<file path="src/rtl/lr_car_sensor.sv">
// Local-road vehicle model: queues arriving cars, releases them across the
// intersection while the local-road light is GREEN, and flags illegal light pairs.
module lr_car_sensor #(
   parameter int QW          = 4,
   parameter int QUEUE_MAX   = 15,
   parameter int STARTUP     = 2,
   parameter int PASS_CYCLES = 4
) (
   input  logic          clk,
   input  logic          rst,
   input  logic          car_arrive,
   input  logic [2:0]    hw_light,
   input  logic [2:0]    lr_light,
   output logic          lr_has_car,
   output logic [QW-1:0] queue_cnt,
   output logic          car_depart,
   output logic          overflow,
   output logic          light_error
);

   localparam int TMAX = (STARTUP > PASS_CYCLES) ? STARTUP : PASS_CYCLES;
   localparam int TW   = (TMAX < 2) ? 1 : $clog2(TMAX + 1);

   typedef enum logic [1:0] {
      IDLE  = 2'd0,
      REACT = 2'd1,
      CROSS = 2'd2
   } state_t;

   state_t        state_q, state_d;
   logic [TW-1:0] timer_q, timer_d;
   logic [QW-1:0] queue_q, queue_d;
   logic          ovf_q, ovf_d;
   logic          err_q, err_d;
   logic          green_s;
   logic          depart_s;

   function automatic logic legal_light(input logic [2:0] l);
      return (l == 3'b001) || (l == 3'b010) || (l == 3'b100);
   endfunction

   assign green_s  = (lr_light == 3'b100);
   assign depart_s = (state_q == CROSS) && (timer_q == TW'(PASS_CYCLES));

   // Queue count with simultaneous arrive/depart cancelling; errors are sticky.
   always_comb begin
      queue_d = queue_q;
      ovf_d   = ovf_q;
      if (car_arrive && !depart_s) begin
         if (queue_q < QW'(QUEUE_MAX)) begin
            queue_d = queue_q + QW'(1);
         end else begin
            ovf_d = 1'b1;
         end
      end else if (!car_arrive && depart_s) begin
         queue_d = queue_q - QW'(1);
      end else begin
         queue_d = queue_q;
      end
      err_d = err_q | ~legal_light(hw_light) | ~legal_light(lr_light)
            | ((hw_light != 3'b001) && (lr_light != 3'b001));
   end

   // A crossing car is committed; back-to-back cars skip the reaction delay.
   always_comb begin
      state_d = state_q;
      timer_d = timer_q;
      case (state_q)
         IDLE: begin
            if (green_s && (queue_q != {QW{1'b0}})) begin
               state_d = REACT;
               timer_d = TW'(1);
            end else begin
               state_d = IDLE;
            end
         end
         REACT: begin
            if (!green_s) begin
               state_d = IDLE;
               timer_d = {TW{1'b0}};
            end else if (timer_q == TW'(STARTUP)) begin
               state_d = CROSS;
               timer_d = TW'(1);
            end else begin
               timer_d = timer_q + TW'(1);
            end
         end
         CROSS: begin
            if (timer_q < TW'(PASS_CYCLES)) begin
               timer_d = timer_q + TW'(1);
            end else if (green_s && (queue_d != {QW{1'b0}})) begin
               state_d = CROSS;
               timer_d = TW'(1);
            end else begin
               state_d = IDLE;
               timer_d = {TW{1'b0}};
            end
         end
         default: begin
            state_d = IDLE;
            timer_d = {TW{1'b0}};
         end
      endcase
   end

   // State, timer, queue and sticky flag registers.
   always_ff @(posedge clk) begin
      if (rst) begin
         state_q <= IDLE;
         timer_q <= {TW{1'b0}};
         queue_q <= {QW{1'b0}};
         ovf_q   <= 1'b0;
         err_q   <= 1'b0;
      end else begin
         state_q <= state_d;
         timer_q <= timer_d;
         queue_q <= queue_d;
         ovf_q   <= ovf_d;
         err_q   <= err_d;
      end
   end

   assign queue_cnt   = queue_q;
   assign lr_has_car  = (queue_q != {QW{1'b0}});
   assign car_depart  = depart_s;
   assign overflow    = ovf_q;
   assign light_error = err_q;

endmodule
</file>
<file path="config.mk">
export PLATFORM = sky130hd
export DESIGN_NAME = lr_car_sensor
export DESIGN_NICKNAME = d
export VERILOG_FILES = /design/src/rtl/lr_car_sensor.sv
export SDC_FILE = /design/constraint.sdc
export NUM_CORES = 1
export LEC_CHECK = 0
export CORE_MARGIN = 3
export CORE_UTILIZATION = 53
export CTS_CLUSTER_SIZE = 30
export DETAILED_ROUTE_END_ITERATION = 6
export GPL_ROUTABILITY_DRIVEN = 0
export PLACE_DENSITY = 0.92
export SLEW_MARGIN = 40
export SYNTH_ARGS = -nofsm -noshare
export SYNTH_HDL_FRONTEND = slang
export SYNTH_SLANG_ARGS = --single-unit
export TNS_END_PERCENT = 5
</file>
<file path="constraint.sdc">
create_clock -name clk -period 5.5 [get_ports clk]
set_clock_uncertainty 0.15 [all_clocks]
set_input_delay 0.825 -clock clk [delete_from_list [all_inputs] [get_ports clk]]
set_output_delay 0.825 -clock clk [all_outputs]
set_load 0.02 [all_outputs]
</file>
==> results.py, run 1 <==
metrics = {
    "placement": {
        "numPortBuffers": 16,
        "placed_area_um2": 978.4,
        "dpl.hpwl_um": 1477,
        "dp.cells": 130,
    },
    "cells_and_area": {
        "fin_cells": 134,
        "layout_commonest_cell": "clkdlybuf4s50_1",
        "design_area_um2": 1005,
        "nets": 135,
        "final_layout_size_suffix_gt1_share_pct": 8.403,
        "syn2layout_area_growth_pct": 21.12,
        "final_cell_mix": "clkdlybuf4s50_1 (16), nor2_1 (11), dfxtp_1 (11)",
        "num_antenna_cells": 0,
        "final_core_util_pct": 72.67,
    },
    "drt": {
        "drt-total-wl_um": 1852,
        "dr_wl_met2_um": 888,
        "drt_first_pass_iters": 4,
        "drc": 0,
        "initialDrtViolationCount": 39,
        "vias_per_cell": 5.925,
        "routed.top_layer": "met4",
        "vias": 794,
        "wl_per_cell_um": 13.82,
        "dr_wl_met3_um": 79,
        "ant_nets": 0,
        "wl_met1_um": 861,
    },
    "critical_path": {
        "crit_buf_inv": 3,
        "cp.depth": 5,
        "arrival_ps": 1910,
        "reg2reg_from": "timer_q[0]",
        "end_kind": "output port",
        "crit_family": "buffers and inverters",
        "r2r_end": "state_q[1]",
        "path_class": "register to output port",
        "r2r_cells": 8,
        "crit_chain": "inv_1 -> ha_1 -> nand4b_4 -> inv_6 -> clkdlybuf4s50_1",
        "cp_slowest_cell": "clkdlybuf4s50_1",
        "crit_fanout": 9,
        "critPathLaunchType": "register",
        "critPathRequiredTime_ps": 4530,
        "r2r_slack_ps": 3190,
        "crit_path_max_incr_delay_ps": 610,
    },
    "timing": {
        "slew_violations": 0,
        "slew-limit-headroom_pct": 71.33,
        "rsz0062_at_grt": "no",
        "max_slew.worst_pin.slew_ps": 428.6,
        "max_freq_mhz": 346.7,
        "finalSetupViolCount": 0,
        "timing.final.crit_share_pct": 52.44,
        "finalCriticalPeriod_ps": 2884,
        "tns_ps": 0,
        "hold_violations": 0,
    },
    "yosys": {
        "ys_top_cells_by_area": "dfxtp_1 (27%), ha_1 (9.0%), a21oi_1 (5.4%)",
        "syn-instance-count": 104,
        "ys_ff_latch": 11,
        "synth_seq_area_share_pct": 26.55,
        "synth_warnings": 0,
        "synth_edf_count": 0,
        "synth_top_flop_cell": "dfxtp_1",
        "syn_area_um2": 829.5,
        "netlist.area_leader.share_pct": 26.55,
        "synth_area_leader_cell": "dfxtp_1",
        "syn_nets": 119,
        "synthArstFlopShare_pct": 0,
        "syn_area_per_cell_um2": 7.976,
        "synth_cell_types": 38,
    },
    "global_routing": {
        "gr-total-overflow": 0,
        "grt_pass1_vias": 771,
        "grt_max_degree": 13,
        "grt_use_total_pct": 20.71,
        "grt_pass1_wl_um": 3167,
        "antenna_found_initial": 0,
    },
    "die": {
        "core_um2": 1383,
        "die_w_um": 45.56,
        "die_h_um": 45.56,
        "start_util_pct": 60.00,
        "dieArea_um2": 2076,
        "std_cell_rows": 13,
        "io_pins": 17,
    },
    "clock_network": {
        "cts_buffers": 3,
        "clock_sinks": 11,
        "clockBufferDepth": 2,
        "ctsResizeCount": 0,
        "tritoncts": "yes",
        "clk_latency_ps": 270,
        "path_clk_slew_ps": 80,
        "postCtsSetupBuffers": 0,
        "cts-root-buf": "clkbuf_4",
        "cts_max_level": 1,
        "ctsHoldBuffers": 0,
    },
    "worst_hold_path": {
        "hp-start": "overflow",
        "worstHoldPathType": "register to register",
        "whs_endpoint": "overflow",
        "hold_path_depth": 2,
    },
    "outcome": {
        "status": "finished clean",
    },
    "power_and_ir_drop": {
        "leakage_uw": 0.0003724,
        "power_density_nw_per_um2": 180.7,
        "ir_drop_uv": 125.9,
    },
    "flow_run": {
        "drv_cap": 0,
    },
}
[power by group]
part / internal [µW] / total (µW) / switching (µW)
Sequential: 82.0 / 84.9 / 2.93
Combinational: 19.3 / 39.3 / 20.1
Clock: 28.1 / 57.2 / 29.2
[sequential cells by signal, indices dropped and copies added (netlist names)]
register     cells
light_error      1
timer_q          3
state_q          2
queue_cnt        4
overflow         1
[final cells by class]
| class | count | area (µm²) |
|---|---|---|
| clock buffers | 4 | 26.28 |
| inverters | 7 | 31.28 |
| fillers | 100 | 377.9 |
| well taps | 15 | 18.77 |
| flip-flops and latches | 11 | 220.2 |
| multi-input cells | 81 | 548.0 |
| repair buffers | 16 | 160.2 |
[cell families (layout without fill, tap and decap cells)]
family	after synthesis	after routing	share of synthesized area, %
AND/OR/NAND/NOR	47	47	32.43
AO/OA/AOI/OAI	24	24	19.76
buffers and inverters	12	27	7.390
flip-flops	11	11	26.55
adder cells (fa/ha/maj)	6	6	9.050
multiplexers	3	3	3.771
XOR/XNOR	1	1	1.056
[Yosys cell counts, types with 2 or more instances]
cell type,instances
and3_1,2
dfxtp_1,11
nor4_1,2
a211o_1,2
nand2b_1,5
a31oi_1,3
buf_2,3
nand2_1,7
nor3_1,5
nor2_1,11
mux2i_1,2
inv_1,6
nand3_1,5
ha_1,6
a211oi_1,3
a21oi_1,9
[per-layer routing]
metal  vias to the layer above  track usage, %
li1                        412               -
met1                       359           25.36
met2                        19           34.54
met3                         4           4.348
met4                         0           8.772
met5                         -               0
[metrics by stage]
| stage | setup slack (ps) | hold WS [ps] | power, µW |
|---|---|---|---|
| final | 2616 | 321.9 | 181.5 |
| after global routing | 2513 | 353.9 | 190.6 |
| after CTS | 2616 | 325.6 | 183.0 |
| after detailed placement | 2511 | 308.9 | 126.1 |
| after global placement | 2594 | 308.3 | 124.8 |
| after floorplan | 3149 | 319.2 | 109.6 |
[worst register-to-register path: stages (launching register included)]
cell and delay [ps]:
dfxtp_1 390, inv_1 100, ha_1 240, nand4b_4 170, inv_6 70, or4_4 510
a211oi_2 220, and4_1 250, o41ai_1 70
[worst max path at each step]
stage	start	endpoint
after floorplan	car_arrive	timer_q[0]
after global placement	car_arrive	state_q[1]
after detailed placement	car_arrive	state_q[1]
after CTS	timer_q[0]	car_depart
after global routing	timer_q[0]	car_depart
final	timer_q[0]	car_depart
No activity file was read; power rests on OpenSTA's default activity.
==> run 2, diff against run 1 <==
Settings changed: CORE_UTILIZATION 53 to 49, PLACE_DENSITY 0.92 to 0.87.
Clock period 5.5 ns to 2.8 ns, I/O delays scaled along.
==> results.py, run 2 (same netlist as run 1, synthesis figures left out) <==
metrics = {
    "clock_network": {
        "path_clk_slew_ps": 70,
        "postCtsSetupBuffers": 0,
        "clock_sinks": 11,
        "clockBufferDepth": 2,
        "cts_buffers": 3,
        "cts_max_level": 1,
        "cts-root-buf": "clkbuf_4",
        "clk_latency_ps": 270,
        "tritoncts": "yes",
        "ctsResizeCount": 0,
        "ctsHoldBuffers": 0,
    },
    "drt": {
        "vias_per_cell": 6.103,
        "drt-total-wl_um": 1886,
        "wl_per_cell_um": 13.87,
        "initialDrtViolationCount": 18,
        "dr_wl_met3_um": 111,
        "drc": 0,
        "dr_wl_met2_um": 922,
        "drt_first_pass_iters": 4,
        "ant_nets": 0,
        "wl_met1_um": 811,
        "vias": 830,
        "routed.top_layer": "met4",
    },
    "critical_path": {
        "critPathLaunchType": "register",
        "path_class": "register to output port",
        "r2r_end": "state_q[1]",
        "cp_slowest_cell": "clkdlybuf4s50_1",
        "arrival_ps": 1910,
        "reg2reg_from": "timer_q[0]",
        "r2r_cells": 8,
        "crit_buf_inv": 3,
        "critPathRequiredTime_ps": 2230,
        "crit_chain": "inv_1 -> ha_1 -> nand4b_4 -> inv_6 -> clkdlybuf4s50_1",
        "end_kind": "output port",
        "crit_family": "buffers and inverters",
        "r2r_slack_ps": 480,
        "crit_path_max_incr_delay_ps": 610,
        "crit_fanout": 9,
    },
    "power_and_ir_drop": {
        "pwr-share-comb_pct": 22.2,
        "power_switching_share_pct": 28.39,
        "ir_drop_uv": 244.9,
        "power_density_nw_per_um2": 351.7,
        "power.total_uw": 356.4,
        "intPower_uw": 255.2,
        "clkPwrFrac_pct": 31.0,
        "leakage_uw": 0.0003772,
        "p_seq_share_pct": 46.8,
        "p_sw_uw": 101.2,
    },
    "cells_and_area": {
        "num_antenna_cells": 0,
        "nets": 136,
        "final.fill_count": 144,
        "final_layout_size_suffix_gt1_share_pct": 9.167,
        "final_cell_mix": "clkdlybuf4s50_1 (16), nor2_1 (11), dfxtp_1 (11)",
        "multi_input_area_um2": 548.0,
        "largest_reg_flops": 4,
        "seqCellArea_um2": 220.2,
        "syn2layout_area_growth_pct": 22.17,
        "layout_commonest_cell": "clkdlybuf4s50_1",
    },
    "die": {
        "dieArea_um2": 2223,
        "die_w_um": 47.15,
        "std_cell_rows": 14,
        "start_util_pct": 53.81,
        "die_h_um": 47.15,
        "io_pins": 17,
        "core_um2": 1541,
    },
    "worst_hold_path": {
        "hp-start": "overflow",
        "hold_path_depth": 2,
        "worstHoldPathType": "register to register",
        "whs_endpoint": "overflow",
    },
    "timing": {
        "slew-limit-headroom_pct": 71.49,
        "rsz0062_at_grt": "no",
        "slew_violations": 0,
        "timing.final.crit_share_pct": 88.72,
        "finalSetupViolCount": 0,
        "max_freq_mhz": 402.5,
        "max_slew.worst_pin.slew_ps": 426.4,
        "tns_ps": 0,
        "finalCriticalPeriod_ps": 2484,
        "hold_violations": 0,
    },
    "global_routing": {
        "antenna_found_initial": 0,
        "grt_pass1_vias": 719,
        "gr-total-overflow": 0,
        "grt_pass1_wl_um": 3070,
        "grt_max_degree": 13,
        "grt_use_total_pct": 19.77,
    },
    "placement": {
        "numPortBuffers": 16,
        "dpl.hpwl_um": 1494,
    },
    "flow_run": {
        "drv_cap": 0,
    },
    "outcome": {
        "status": "finished clean",
    },
}
==> run 2: cell count changes in the layout (fill, tap and decap cells not counted) <==
cell and delta:
buf_4 +1
==> run 2: routing by layer <==
metal  global-route usage (%)  vias to the layer above
met4                    9.945                        0
met5                        0                        -
met1                    25.35                      382
met2                    29.27                       28
li1                         -                      414
met3                    6.897                        6
==> run 2: through the flow <==
step / util (%) / setup slack, ps / std cells / hold WS [ps] / cell area, µm²
5_1_grt: 65.75 / 226.4 / 136 / 363.4 / 1013
6_report: 65.75 / 315.8 / 136 / 323.7 / 1013
4_1_cts: 65.75 / 320.1 / 136 / 328.3 / 1013
3_5_place_dp: 64.04 / 358.2 / 132 / 311.4 / 987.2
2_1_floorplan: - / 683.4 / 104 / 319.2 / 829.5
3_3_place_gp: 64.04 / 395.2 / 132 / 296.8 / 987.2
==> run 2: final cells by class <==
cell class / count / share of cell area, %
well taps: 16 / 1.975
inverters: 7 / 3.086
multi-input cells: 81 / 54.07
clock buffers: 4 / 2.593
repair buffers: 17 / 16.54
flip-flops and latches: 11 / 21.73
==> run 2: power by group through the flow <==
stage | clock network [µW] | logic (µW) | registers [µW]
6_report | 111 | 79.0 | 167
2_1_floorplan | 0 | 41.8 | 173
3_5_place_dp | 0 | 78.3 | 170
4_1_cts | 113 | 78.6 | 167
5_1_grt | 124 | 86.8 | 168
3_3_place_gp | 0 | 76.3 | 170
==> run 2: how the worst max path moves through the flow <==
stage,startpoint,to,cells after the start
finish,timer_q[0],car_depart,5
global route,timer_q[0],car_depart,5
CTS,timer_q[0],car_depart,5
detailed placement,car_arrive,state_q[1],6
global placement,car_arrive,state_q[1],6
floorplan,timer_q[0],timer_q[0],8
==> run 2: tightest hold or removal path, delay by kind of cell (launching register included) <==
family | cells | cell delay (ps)
AO/OA/AOI/OAI | 1 | 40
AND/OR/NAND/NOR | 1 | 70
flip-flops | 1 | 330
==> run 3, diff against run 2 <==
Settings changed: MAX_ROUTING_LAYER from default to met4.
==> results.py, run 3 (same netlist as run 1, synthesis figures left out) <==
metrics = {
    "timing": {
        "finalSetupViolCount": 0,
        "max_freq_mhz": 401.5,
        "tns_ps": 0,
        "hold_violations": 0,
        "slew-limit-headroom_pct": 71.52,
        "finalCriticalPeriod_ps": 2491,
        "worst_slack_ps": 309.5,
        "max_slew.worst_pin.slew_ps": 425.8,
        "hold_slack_ps": 323.4,
        "rsz0062_at_grt": "no",
        "slew_violations": 0,
        "timing.final.crit_share_pct": 88.95,
    },
    "die": {
        "dieArea_um2": 2223,
        "io_pins": 17,
        "std_cell_rows": 14,
        "die_h_um": 47.15,
        "core_um2": 1541,
        "start_util_pct": 53.81,
        "die_w_um": 47.15,
    },
    "cells_and_area": {
        "final_layout_size_suffix_gt1_share_pct": 9.167,
        "largest_reg_flops": 4,
        "final_cell_mix": "clkdlybuf4s50_1 (16), nor2_1 (11), dfxtp_1 (11)",
        "nets": 136,
        "layout_commonest_cell": "clkdlybuf4s50_1",
        "final.fill_count": 144,
        "syn2layout_area_growth_pct": 22.17,
        "final_core_util_pct": 65.75,
        "num_antenna_cells": 0,
    },
    "critical_path": {
        "critPathLaunchType": "register",
        "end_kind": "output port",
        "crit_fanout": 9,
        "path_class": "register to output port",
        "r2r_slack_ps": 470,
        "reg2reg_from": "timer_q[0]",
        "r2r_cells": 8,
        "r2r_end": "state_q[1]",
        "arrival_ps": 1920,
        "critPathRequiredTime_ps": 2230,
    },
    "drt": {
        "vias": 843,
        "vias_per_cell": 6.199,
        "wl_per_cell_um": 13.97,
        "initialDrtViolationCount": 19,
        "ant_nets": 0,
        "drt-total-wl_um": 1900,
        "drc": 0,
        "drt_first_pass_iters": 4,
    },
    "placement": {
        "numPortBuffers": 16,
        "dpl.hpwl_um": 1494,
        "pre_cts_ws_ps": 358.2,
    },
    "clock_network": {
        "clk_latency_ps": 270,
        "ctsHoldBuffers": 0,
        "path_clk_slew_ps": 70,
        "clockBufferDepth": 2,
        "clock_sinks": 11,
        "cts_buffers": 3,
        "ctsResizeCount": 0,
        "postCtsSetupBuffers": 0,
        "tritoncts": "yes",
        "cts_max_level": 1,
        "cts-root-buf": "clkbuf_4",
    },
    "worst_hold_path": {
        "hold_path_depth": 2,
        "whs_endpoint": "overflow",
        "worstHoldPathType": "register to register",
        "hp-start": "overflow",
    },
    "global_routing": {
        "grt_pass1_vias": 719,
        "grt_pass1_wl_um": 3077,
        "gr-total-overflow": 0,
        "grt_max_degree": 13,
        "grt_use_total_pct": 20.40,
        "antenna_found_initial": 0,
    },
    "flow_run": {
        "drv_cap": 0,
    },
    "power_and_ir_drop": {
        "ir_drop_uv": 244.7,
        "leakage_uw": 0.0003772,
        "power_density_nw_per_um2": 352.1,
    },
    "outcome": {
        "status": "finished clean",
    },
}
==> run 3: area by class of cell <==
| class | count | area, µm² | area share (%) |
|---|---|---|---|
| Inverter | 7 | 31.28 | 3.086 |
| Clock buffer | 4 | 26.28 | 2.593 |
| Multi-Input combinational cell | 81 | 548.0 | 54.07 |
| Sequential cell | 11 | 220.2 | 21.73 |
| Tap cell | 16 | 20.02 | 1.975 |
| Timing Repair Buffer | 17 | 167.7 | 16.54 |
==> run 3: how the worst max path moves through the flow <==
stage	from	endpoint	slack, ps	cells after the start
2_1_floorplan	timer_q[0]	timer_q[0]	680	8
3_3_place_gp	car_arrive	state_q[1]	400	6
3_5_place_dp	car_arrive	state_q[1]	360	6
4_1_cts	timer_q[0]	car_depart	320	5
5_1_grt	timer_q[0]	car_depart	230	5
6_report	timer_q[0]	car_depart	310	5
==> run 3: per-layer routing <==
metal	global-route usage (%)	vias to the layer above	wire length [µm]
met3	6.513	4	142
met2	29.27	39	927
met4	9.945	0	35
met1	25.58	387	795
li1	-	413	-
met5	-	-	0
==> run 3: through the flow <==
stage,cells,power [µW],area [µm²]
floorplan,104,215.2,829.5
global placement,132,246.8,987.2
detailed placement,132,248.7,987.2
CTS,136,358.9,1013
global route,136,379.0,1013
finish,136,356.8,1013
==> run 3: critical path, stage by stage, from the launching register on <==
cell	delay, ps
dfxtp_1	350
inv_1	120
ha_1	200
nand4b_4	200
inv_6	150
clkdlybuf4s50_1	610
==> run 3: power by group <==
group          internal, µW  switching, µW
clock network          55.3           55.4
logic                  38.9           40.2
registers               161           5.94
